==> config.mk <==
export PLATFORM = sky130hd
export DESIGN_NAME = irrigation_scheduler_flat
export DESIGN_NICKNAME = d
export VERILOG_FILES = /design/src/rtl/irrigation_scheduler_if.sv /design/src/rtl/irrigation_scheduler.sv /design/src/flat_wrapper.sv
export SDC_FILE = /design/constraint.sdc
export NUM_CORES = 1
export LEC_CHECK = 0
export CAP_MARGIN = 15
export CELL_PAD_IN_SITES_DETAIL_PLACEMENT = 1
export CELL_PAD_IN_SITES_GLOBAL_PLACEMENT = 1
export CORE_MARGIN = 1.5
export CORE_UTILIZATION = 40
export CTS_CLUSTER_SIZE = 40
export DETAILED_ROUTE_END_ITERATION = 10
export PLACE_DENSITY_LB_ADDON = 0.3
export RECOVER_POWER = 25
export SYNTH_ARGS = -nofsm -noshare
export SYNTH_HDL_FRONTEND = slang
export SYNTH_SLANG_ARGS = --single-unit
==> constraint.sdc <==
create_clock -name clock -period 3.3 [get_ports clock]
set_input_delay 0.99 -clock clock [delete_from_list [all_inputs] [get_ports clock]]
set_output_delay 0.99 -clock clock [all_outputs]
set_load 0.01 [all_outputs]
==> src/rtl/irrigation_scheduler_if.sv <==
// Purpose: groups the scheduler's tick, request, level, acknowledge, valve and status signals.
// Latency: none, this is wiring only.
// Backpressure: none. Requests are level-held by the requester until the scheduler acts on them.
interface irrigation_scheduler_if;
    logic       tick;
    logic       asp_req;
    logic       got_req;
    logic       adb_req;
    logic [2:0] level;
    logic       clear;
    logic       valve_asp;
    logic       valve_got;
    logic       valve_in;
    logic       doser;
    logic       drain;
    logic       erro;
    logic [2:0] state;

    // Requester / environment side
    modport master (
        output tick, asp_req, got_req, adb_req, level, clear,
        input  valve_asp, valve_got, valve_in, doser, drain, erro, state
    );

    // Scheduler side
    modport slave (
        input  tick, asp_req, got_req, adb_req, level, clear,
        output valve_asp, valve_got, valve_in, doser, drain, erro, state
    );
endinterface

==> src/rtl/irrigation_scheduler.sv <==
// Purpose: tank-fill, sprinkler/drip, fertilizer and cleaning scheduler FSM with a tick-based run timer.
// Latency: one clock from an input condition to the state change. Outputs decode the registered state.
// Backpressure: none. Requests are sampled in IDLE and ignored while in ERROR.
module irrigation_scheduler #(
    // Expected ranges: every parameter is 1..255, and LOW_LVL < FULL_LVL.
    parameter int LOW_LVL      = 2,
    parameter int FULL_LVL     = 7,
    parameter int MAX_RUN      = 15,
    parameter int FILL_TIMEOUT = 20,
    parameter int DOSE_TICKS   = 4,
    parameter int CLEAN_EVERY  = 4,
    parameter int CLEAN_TICKS  = 6
) (
    input  logic                 clock,
    input  logic                 reset,
    irrigation_scheduler_if.slave bus
);

    typedef enum logic [2:0] {
        S_IDLE  = 3'd0,
        S_FILL  = 3'd1,
        S_ASP   = 3'd2,
        S_GOT   = 3'd3,
        S_DOSE  = 3'd4,
        S_CLEAN = 3'd5,
        S_ERROR = 3'd6
    } state_t;

    localparam logic [7:0] LOW_L   = 8'(LOW_LVL);
    localparam logic [7:0] FULL_L  = 8'(FULL_LVL);
    localparam logic [7:0] RUN_L   = 8'(MAX_RUN);
    localparam logic [7:0] FILL_L  = 8'(FILL_TIMEOUT);
    localparam logic [7:0] DOSE_L  = 8'(DOSE_TICKS);
    localparam logic [7:0] EVERY_L = 8'(CLEAN_EVERY);
    localparam logic [7:0] CLEAN_L = 8'(CLEAN_TICKS);

    state_t     state_q, state_d;
    logic [7:0] timer_q, timer_d;
    logic [2:0] clean_cnt_q, clean_cnt_d;
    logic       last_got_q, last_got_d;    // 1 when the most recent IDLE grant went to drip
    logic       from_dose_q, from_dose_d;  // the current GOT run was entered from DOSE
    logic       cnt_up;

    logic lvl_low, lvl_full, lvl_empty, clean_due, clean_full;

    assign lvl_low    = {5'd0, bus.level} < LOW_L;
    assign lvl_full   = {5'd0, bus.level} >= FULL_L;
    assign lvl_empty  = bus.level == 3'd0;
    assign clean_due  = {5'd0, clean_cnt_q} == EVERY_L;
    assign clean_full = ({5'd0, clean_cnt_q} >= EVERY_L) || (clean_cnt_q == 3'd7);

    // True on the edge where the timer steps onto n, so a timed state lasts exactly n ticks.
    function automatic logic reached(input logic [7:0] n, input logic tk, input logic [7:0] t);
        return tk && (({1'b0, t} + 9'd1) == {1'b0, n});
    endfunction

    // Next-state, grant arbitration, cleaning counter and timer update.
    always_comb begin
        state_d     = state_q;
        clean_cnt_d = clean_cnt_q;
        last_got_d  = last_got_q;
        from_dose_d = from_dose_q;
        cnt_up      = 1'b0;
        case (state_q)
            S_IDLE: begin
                if (lvl_low) begin
                    state_d = S_FILL;
                end else if (clean_due) begin
                    state_d = S_CLEAN;
                end else if (bus.adb_req) begin
                    state_d = S_DOSE;
                end else if (bus.asp_req && (!bus.got_req || last_got_q)) begin
                    state_d    = S_ASP;
                    last_got_d = 1'b0;
                end else if (bus.got_req) begin
                    state_d     = S_GOT;
                    last_got_d  = 1'b1;
                    from_dose_d = 1'b0;
                end
            end
            S_FILL: begin
                if (lvl_full) begin
                    state_d = S_IDLE;
                end else if (reached(FILL_L, bus.tick, timer_q)) begin
                    state_d = S_ERROR;
                end
            end
            S_ASP: begin
                if (lvl_empty) begin
                    state_d = S_ERROR;
                end else if (!bus.asp_req || reached(RUN_L, bus.tick, timer_q)) begin
                    state_d = S_IDLE;
                    cnt_up  = 1'b1;
                end
            end
            S_GOT: begin
                if (lvl_empty) begin
                    state_d = S_ERROR;
                end else if ((!bus.got_req && !from_dose_q) || reached(RUN_L, bus.tick, timer_q)) begin
                    state_d = S_IDLE;
                    cnt_up  = 1'b1;
                end
            end
            S_DOSE: begin
                if (lvl_empty) begin
                    state_d = S_ERROR;
                end else if (reached(DOSE_L, bus.tick, timer_q)) begin
                    state_d     = S_GOT;
                    from_dose_d = 1'b1;
                end
            end
            S_CLEAN: begin
                if (reached(CLEAN_L, bus.tick, timer_q)) begin
                    state_d     = S_IDLE;
                    clean_cnt_d = 3'd0;
                end
            end
            S_ERROR: begin
                if (bus.clear) begin
                    state_d = S_IDLE;
                end
            end
            default: state_d = S_IDLE;
        endcase

        if (cnt_up && !clean_full) begin
            clean_cnt_d = clean_cnt_q + 3'd1;
        end

        if (state_d != state_q) begin
            timer_d = 8'd0;
        end else if (bus.tick && (timer_q != 8'hFF)) begin
            timer_d = timer_q + 8'd1;
        end else begin
            timer_d = timer_q;
        end
    end

    // State and bookkeeping registers. Reset is immediate and does not wait for a clock edge.
    always_ff @(posedge clock or negedge reset) begin
        if (!reset) begin
            state_q     <= S_IDLE;
            timer_q     <= 8'd0;
            clean_cnt_q <= 3'd0;
            last_got_q  <= 1'b1;
            from_dose_q <= 1'b0;
        end else begin
            state_q     <= state_d;
            timer_q     <= timer_d;
            clean_cnt_q <= clean_cnt_d;
            last_got_q  <= last_got_d;
            from_dose_q <= from_dose_d;
        end
    end

    assign bus.state     = state_q;
    assign bus.valve_in  = state_q == S_FILL;
    assign bus.valve_asp = state_q == S_ASP;
    assign bus.valve_got = state_q == S_GOT;
    assign bus.doser     = state_q == S_DOSE;
    assign bus.drain     = state_q == S_CLEAN;
    assign bus.erro      = state_q == S_ERROR;

endmodule

==> src/flat_wrapper.sv <==
// flat-port wrapper written by rule: the top's interface ports become plain ports
module irrigation_scheduler_flat 
#(
                                                                          
    parameter int LOW_LVL      = 2,
    parameter int FULL_LVL     = 7,
    parameter int MAX_RUN      = 15,
    parameter int FILL_TIMEOUT = 20,
    parameter int DOSE_TICKS   = 4,
    parameter int CLEAN_EVERY  = 4,
    parameter int CLEAN_TICKS  = 6
)
  (clock, reset, bus_tick, bus_asp_req, bus_got_req, bus_adb_req, bus_level, bus_clear, bus_valve_asp, bus_valve_got, bus_valve_in, bus_doser, bus_drain, bus_erro, bus_state);
  irrigation_scheduler_if bus_i ();
  input  logic clock;
  input  logic reset;
  input wire logic [$bits(bus_i.tick)-1:0] bus_tick;
  input wire logic [$bits(bus_i.asp_req)-1:0] bus_asp_req;
  input wire logic [$bits(bus_i.got_req)-1:0] bus_got_req;
  input wire logic [$bits(bus_i.adb_req)-1:0] bus_adb_req;
  input wire logic [$bits(bus_i.level)-1:0] bus_level;
  input wire logic [$bits(bus_i.clear)-1:0] bus_clear;
  output wire logic [$bits(bus_i.valve_asp)-1:0] bus_valve_asp;
  output wire logic [$bits(bus_i.valve_got)-1:0] bus_valve_got;
  output wire logic [$bits(bus_i.valve_in)-1:0] bus_valve_in;
  output wire logic [$bits(bus_i.doser)-1:0] bus_doser;
  output wire logic [$bits(bus_i.drain)-1:0] bus_drain;
  output wire logic [$bits(bus_i.erro)-1:0] bus_erro;
  output wire logic [$bits(bus_i.state)-1:0] bus_state;
  assign bus_i.tick = bus_tick;
  assign bus_i.asp_req = bus_asp_req;
  assign bus_i.got_req = bus_got_req;
  assign bus_i.adb_req = bus_adb_req;
  assign bus_i.level = bus_level;
  assign bus_i.clear = bus_clear;
  assign bus_valve_asp = bus_i.valve_asp;
  assign bus_valve_got = bus_i.valve_got;
  assign bus_valve_in = bus_i.valve_in;
  assign bus_doser = bus_i.doser;
  assign bus_drain = bus_i.drain;
  assign bus_erro = bus_i.erro;
  assign bus_state = bus_i.state;
  irrigation_scheduler #(.LOW_LVL(LOW_LVL), .FULL_LVL(FULL_LVL), .MAX_RUN(MAX_RUN), .FILL_TIMEOUT(FILL_TIMEOUT), .DOSE_TICKS(DOSE_TICKS), .CLEAN_EVERY(CLEAN_EVERY), .CLEAN_TICKS(CLEAN_TICKS)) u_core (.clock(clock), .reset(reset), .bus(bus_i));
endmodule
=== Word-level counts from Yosys, hierarchy flattened ===
Cells that the tools add are included.

* Bits in registers: 16
* Bits of input ports: 10
* Output and inout port bits: 9
* Word-level logic and storage cells: 97

* Add/subtract/negate cells: 3
* Order comparisons: 3
* Equal/unequal tests: 21
* Multiplexer cells: 36
* Bitwise gates (word level): 3
* Reduce and logical (&&, ||, !) cells: 26

{| class="wikitable"
|+ Operator list
! operator !! count
|-
| two-way mux 3 bit || 18
|-
| case mux 3 bit (7 select lines) || 1
|-
| equality test 9 x 3 -> 1 bit (second input constant) || 2
|-
| two-way mux 8 bit || 2
|-
| equality test 3 bit (second input constant) || 5
|-
| two-way mux 1 bit || 13
|-
| != test 2 bit (second input constant) || 6
|-
| nonzero test 2 bit || 5
|-
| adder 8 x 1 -> 9 bit (second input constant) || 1
|-
| equality test 9 x 4 -> 1 bit (second input constant) || 1
|-
| equality test 9 x 5 -> 1 bit (second input constant) || 1
|-
| adder 8 x 1 -> 8 bit (second input constant) || 1
|-
| logical AND 1 bit || 8
|-
| != test 8 bit (second input constant) || 1
|-
| AND reduction 8 bit || 1
|-
| equality test 3 x 2 -> 1 bit (second input constant) || 2
|-
| >= comparator 3 bit (second input constant) || 2
|-
| logical NOT 3 bit || 2
|-
| AND reduction 5 bit || 1
|-
| logical NOT 1 bit || 4
|-
| logical OR 1 bit || 4
|-
| case mux 1 bit (2 select lines) || 2
|-
| adder 3 x 1 -> 3 bit (second input constant) || 1
|-
| equality test 3 x 1 -> 1 bit (second input constant) || 1
|-
| 5 further kinds || 7
|}

=== Logic depth before layout (Yosys ltp) ===
* Word-level depth: 10
* Mapped depth: 9
* Mapped depth without buffers: 9

=== Worst setup path before layout ===
OpenSTA, ideal clock, no wires.

* Path type: input to register
* Start: input port bus_level[1]
* End: register u_core.timer_q[7]
* Library setup time: 96 ps
* Arrival time: 2468 ps
* Data required time: 3204 ps
* Setup slack: 736 ps
* Stages on the path: 7
* Path buffers: 0
* Path through: or4_1 > o22ai_1 > a21oi_1 > o31ai_4 > o21ai_2 > a32o_2 > nor4_2

* Cells in the longest elaborated chain, start to end: 5
* Elaborated cells on any way between the ends: 12
* Those cells by class: 2 x order compare; 1 x eq/ne; 7 x mux; 2 x reduce/logical

{| class="wikitable"
|+ RTL lines
! what !! line !! RTL
|-
| from (decl) || flat_wrapper.sv:21 || <nowiki>input wire logic [$bits(bus_i.level)-1:0] bus_level;</nowiki>
|-
| >= comparator 3 bit, or another cell as far along || irrigation_scheduler.sv:47 || <nowiki>assign lvl_full = {5'd0, bus.level} >= FULL_L;</nowiki>
|-
| two-way mux 3 bit, on equally long branches || n/a ||
|-
| case mux 3 bit (7 select lines) * || irrigation_scheduler.sv:64 || <nowiki>case (state_q)</nowiki>
|-
| != test 3 bit * || irrigation_scheduler.sv:130 || <nowiki>if (state_d != state_q) begin</nowiki>
|-
| two-way mux 8 bit or nonzero test 2 bit (tied branches) || n/a ||
|-
| to (signal assigned) || irrigation_scheduler.sv:149 || <nowiki>timer_q <= timer_d;</nowiki>
|-
| to (decl) || irrigation_scheduler.sv:38 || <nowiki>logic [7:0] timer_q, timer_d;</nowiki>
|}

Mark *: on every way between the ends. The rest lies on a longest branch, timed or not.
A chain may end at the register's enable or synchronous reset.

=== Worst setup path after layout ===
Same ends and word-level chain as after synthesis.

==> metrics.log <==
[metrics] cell chain of the critical path: clkdlybuf4s50_1, nor2_1, o21bai_1, a21oi_1, o31ai_4, a211oi_1, o31ai_4, nor4_2
[metrics] total of buffers placed on input and output ports: 18
[metrics] top library cells by usage in the layout, fill and taps aside: sky130_fd_sc_hd__clkdlybuf4s50_1 (17), sky130_fd_sc_hd__dfrtp_1 (15), sky130_fd_sc_hd__nand2_1 (14)
[metrics] power density over the cells: 637 mW/mm^2
[metrics] post-layout minimum cycle time: approximately 3000 ps
[metrics] number of nets still failing antenna checks after routing: 0
[metrics] fin crit share: 0.902
[metrics] fraction of final layout cells sized beyond drive strength 1: 0.162
[metrics] routed length per placed instance: 16.8 um
[metrics] worst reg-to-reg path cell count: 8
[metrics] DP Wirelength: 3.23 mm
[metrics] simple-gate share of the synthesized area: 0.286
[metrics] static leakage: between 0.7 and 0.8 nW
[metrics] syn_nets: between 150 and 200
[metrics] share of synthesized cell area in full adder, half adder and majority cells: 0.0492
[metrics] core area: around 0.0037 sq mm
[metrics] largest fanout on the critical path: 8
[metrics] post-synthesis cell area: about 0.0015 sq mm
[metrics] Crit. End Element: flip-flop
[metrics] share of the yosys chip area belonging to registers: 0.263
[metrics] final core utilization: 0.485
[metrics] number of flip-flops and latches in the synthesized netlist: 16
[metrics] die width: 64.8 um
[metrics] Post-Route Skew: 5.51 ps
[metrics] Finish-stage setup viols: 0
[metrics] hold buffers post-CTS: 0
[metrics] end of the worst register-to-register path: u_core.timer_q[7]
[metrics] wire length of the first global-routing pass: between 6 and 7 mm
[metrics] Longest Clk Path Bufs: 2
[metrics] net total in the final layout: approximately 220
[metrics] number of clock sinks: 16
[metrics] Gate Count Post-Synth: around 180
[metrics] launching point of the worst reg2reg path: u_core.timer_q[0]
[metrics] Mapped Avg Cell Area: 8.57 sq um
[metrics] critical path depth: 8
[metrics] # H-tree levels: 1
[metrics] status: complete, no violations
[metrics] number of buffers created by CTS: 3
[metrics] final WL: 4.13 mm
[metrics] Clock Latency Late Sink: approximately 260 ps
[metrics] Max-cap violations: 0
[metrics] most frequent standard cell in the layout excluding fill and tap cells: sky130_fd_sc_hd__clkdlybuf4s50_1
[metrics] DIE AREA: 0.00419 sq mm
[metrics] post-layout instance area: about 0.0018 sq mm
[metrics] category of the critical setup timing path: in -> reg
[metrics] beginning of the worst hold path: u_core.from_dose_q
[metrics] Post-Synth XOR/XNOR Area: 0.0517
[metrics] data required time at the worst endpoint: 3470 ps
[metrics] Cell Rows: 22
[metrics] crit-path most repeated cell: sky130_fd_sc_hd__o31ai_4
[metrics] total congestion overflow: 0
[metrics] number of placed I/O pins: 19
[metrics] most common flop cell mapped by yosys: sky130_fd_sc_hd__dfrtp_1
[metrics] Overall Global Routing Usage: 0.214
[metrics] clock-pin transition on the worst setup and hold timing paths: 60 ps
[metrics] initial cell density of the core: 0.417
[metrics] compound-gate portion of the synthesized area: 0.246
[metrics] EDFF count, synth: 0
[metrics] headroom to the max-slew limit: 0.492
[metrics] actual transition at the worst max-transition pin: approximately 760 ps
[metrics] unrepaired setup endpoints after global routing: false
[metrics] data arrival time of the worst path: 3140 ps
[metrics] multiplexer area fraction after synthesis: 0.0279
[metrics] vertical extent of the die: 64.8 um
[metrics] relative area change from synthesis to final layout: 16.3%
[metrics] count of TritonRoute iterations in the first routing pass: 4
[metrics] worst path buffer plus inverter count: 1
[metrics] FFs w/ async S/R, synth: 1.00
[metrics] vias after detailed routing: about 1400
[metrics] Largest stage delay, worst path: 490 ps
[metrics] number of global-route vias before repair: 1444
[metrics] FF-to-FF setup slack: 590 ps
[metrics] drc violations: 0
[metrics] largest net degree at the start of global routing: 17
[metrics] Min Hold Slack: 513 ps
[metrics] timing-limited maximum frequency: around 340 MHz
[metrics] maximum VDD drop: 0.000450 V
[metrics] number of design-rule violations left by the first detailed-router iteration: 80
[metrics] slowest library cell on the worst path: sky130_fd_sc_hd__clkdlybuf4s50_1
[metrics] launching element type of the critical path: input pin
[metrics] Vias per Instance: around 5.9
[metrics] Hold WC Path Type: reg -> reg
[metrics] Setup Fix Bufs, Post-CTS: 0
[metrics] main combinational cell family by area after synthesis: simple AND/OR/NAND/NOR gates
[metrics] Post-Place Cell Area: 0.00173 sq mm
[metrics] count of cell types in the netlist: 61
[metrics] routability congestion estimate: slightly above 0.9
[metrics] Gates resized, CTS repair: 0
[metrics] final count of hold timing violations: 0
[metrics] Warnings, synthesis: 0
[metrics] master cell of the clock root buffer: sky130_fd_sc_hd__clkbuf_8
[metrics] critical path startpoint: bus_level[1]
[metrics] Setup Total Neg Slack: 0 ps
[metrics] antenna violations before repair: 0
[metrics] CTS tree: built
[metrics] antenna cells: 0
[metrics] cell type group with the largest total delay on the critical path: compound AO/OA/AOI/OAI gates
[metrics] max-slew violation count: 0
[metrics] Setup crit end: u_core.timer_q[7]
[area by class of cell]
type / count / area (sq um)
inverter: 11 / 41.3
tap: 48 / 60.1
multi-input combinational: 144 / 1010
sequential: 16 / 402
fill: 446 / 1890
timing repair buffer: 23 / 218
clock buffer: 4 / 45.0
[layer usage]
layer / GRT usage / part of all wire / up-vias
met1: 0.289 / 0.48 / 720
met4: 0.0851 / 0.020 / 0
li1: - / - / 692
met5: 0 / 0 / -
met2: 0.344 / 0.47 / 20
met3: 0.0295 / 0.021 / 8
[worst min path at each step]
stage / end / slack [ps] / depth (start not counted)
floorplan: u_core.from_dose_q / 480 / 1
global route: u_core.from_dose_q / 520 / 1
CTS: u_core.from_dose_q / 510 / 1
global placement: u_core.from_dose_q / 490 / 1
finish: u_core.from_dose_q / 510 / 1
detailed placement: u_core.from_dose_q / 500 / 1
[power breakdown]
part / internal [W] / total, W / switching, W
Sequential: 0.000251 / 0.000351 / 0.000100
Clock: 0.0000858 / 0.000154 / 0.0000681
Combinational: 0.000281 / 0.000625 / 0.000343
[registers in the layout, indices dropped and copies added, names as in the netlist]
register / flops
u_core.last_got_q: 1
u_core.bus.state: 3
u_core.timer_q: 8
u_core.from_dose_q: 1
u_core.clean_cnt_q: 3
[per-stage QoR]
stage / instances / worst slack, ps / power (W)
detailed placement: 242 / 57.1 / 0.000976
global route: 246 / 145 / 0.00123
finish: 246 / 325 / 0.00113
floorplan: 178 / 736 / 0.000763
global placement: 242 / 153 / 0.000949
CTS: 246 / 329 / 0.00113
[synth_stat cells, types with 2 or more instances]
cell / count / area share
sky130_fd_sc_hd__nor3_1: 11 / 0.036
sky130_fd_sc_hd__nor2b_1: 2 / 0.0082
sky130_fd_sc_hd__nor2_1: 10 / 0.025
sky130_fd_sc_hd__xor2_1: 3 / 0.017
sky130_fd_sc_hd__clkbuf_8: 2 / 0.018
sky130_fd_sc_hd__nor3b_1: 4 / 0.020
sky130_fd_sc_hd__nand4_1: 2 / 0.0082
sky130_fd_sc_hd__or2_2: 2 / 0.0082
sky130_fd_sc_hd__ha_1: 6 / 0.049
sky130_fd_sc_hd__nand2b_1: 4 / 0.016
sky130_fd_sc_hd__o31ai_4: 2 / 0.028
sky130_fd_sc_hd__a311o_1: 2 / 0.013
sky130_fd_sc_hd__o21ai_0: 6 / 0.020
sky130_fd_sc_hd__a211oi_1: 2 / 0.0098
sky130_fd_sc_hd__xnor2_1: 6 / 0.034
sky130_fd_sc_hd__a21o_1: 2 / 0.0098
sky130_fd_sc_hd__mux2_2: 2 / 0.015
sky130_fd_sc_hd__inv_1: 10 / 0.025
sky130_fd_sc_hd__buf_6: 3 / 0.022
sky130_fd_sc_hd__and3_1: 3 / 0.012
sky130_fd_sc_hd__a21oi_1: 9 / 0.030
sky130_fd_sc_hd__or3_1: 2 / 0.0082
sky130_fd_sc_hd__mux2i_1: 2 / 0.013
sky130_fd_sc_hd__o31ai_1: 2 / 0.0098
sky130_fd_sc_hd__dfrtp_1: 15 / 0.25
sky130_fd_sc_hd__nand3_1: 13 / 0.043
sky130_fd_sc_hd__o21ai_1: 2 / 0.0066
sky130_fd_sc_hd__a31oi_1: 3 / 0.012
sky130_fd_sc_hd__nand2_1: 14 / 0.034
[kinds of logic (layout without fill, tap and decap cells)]
logic type	count (synthesis)	in the layout
compound gates	47	47
flops	16	16
simple gates	78	78
mux	4	4
fa+ha+maj	6	6
xor+xnor	9	9
buf+inv	18	38
Note: power is estimated with default switching activity, not from simulation.
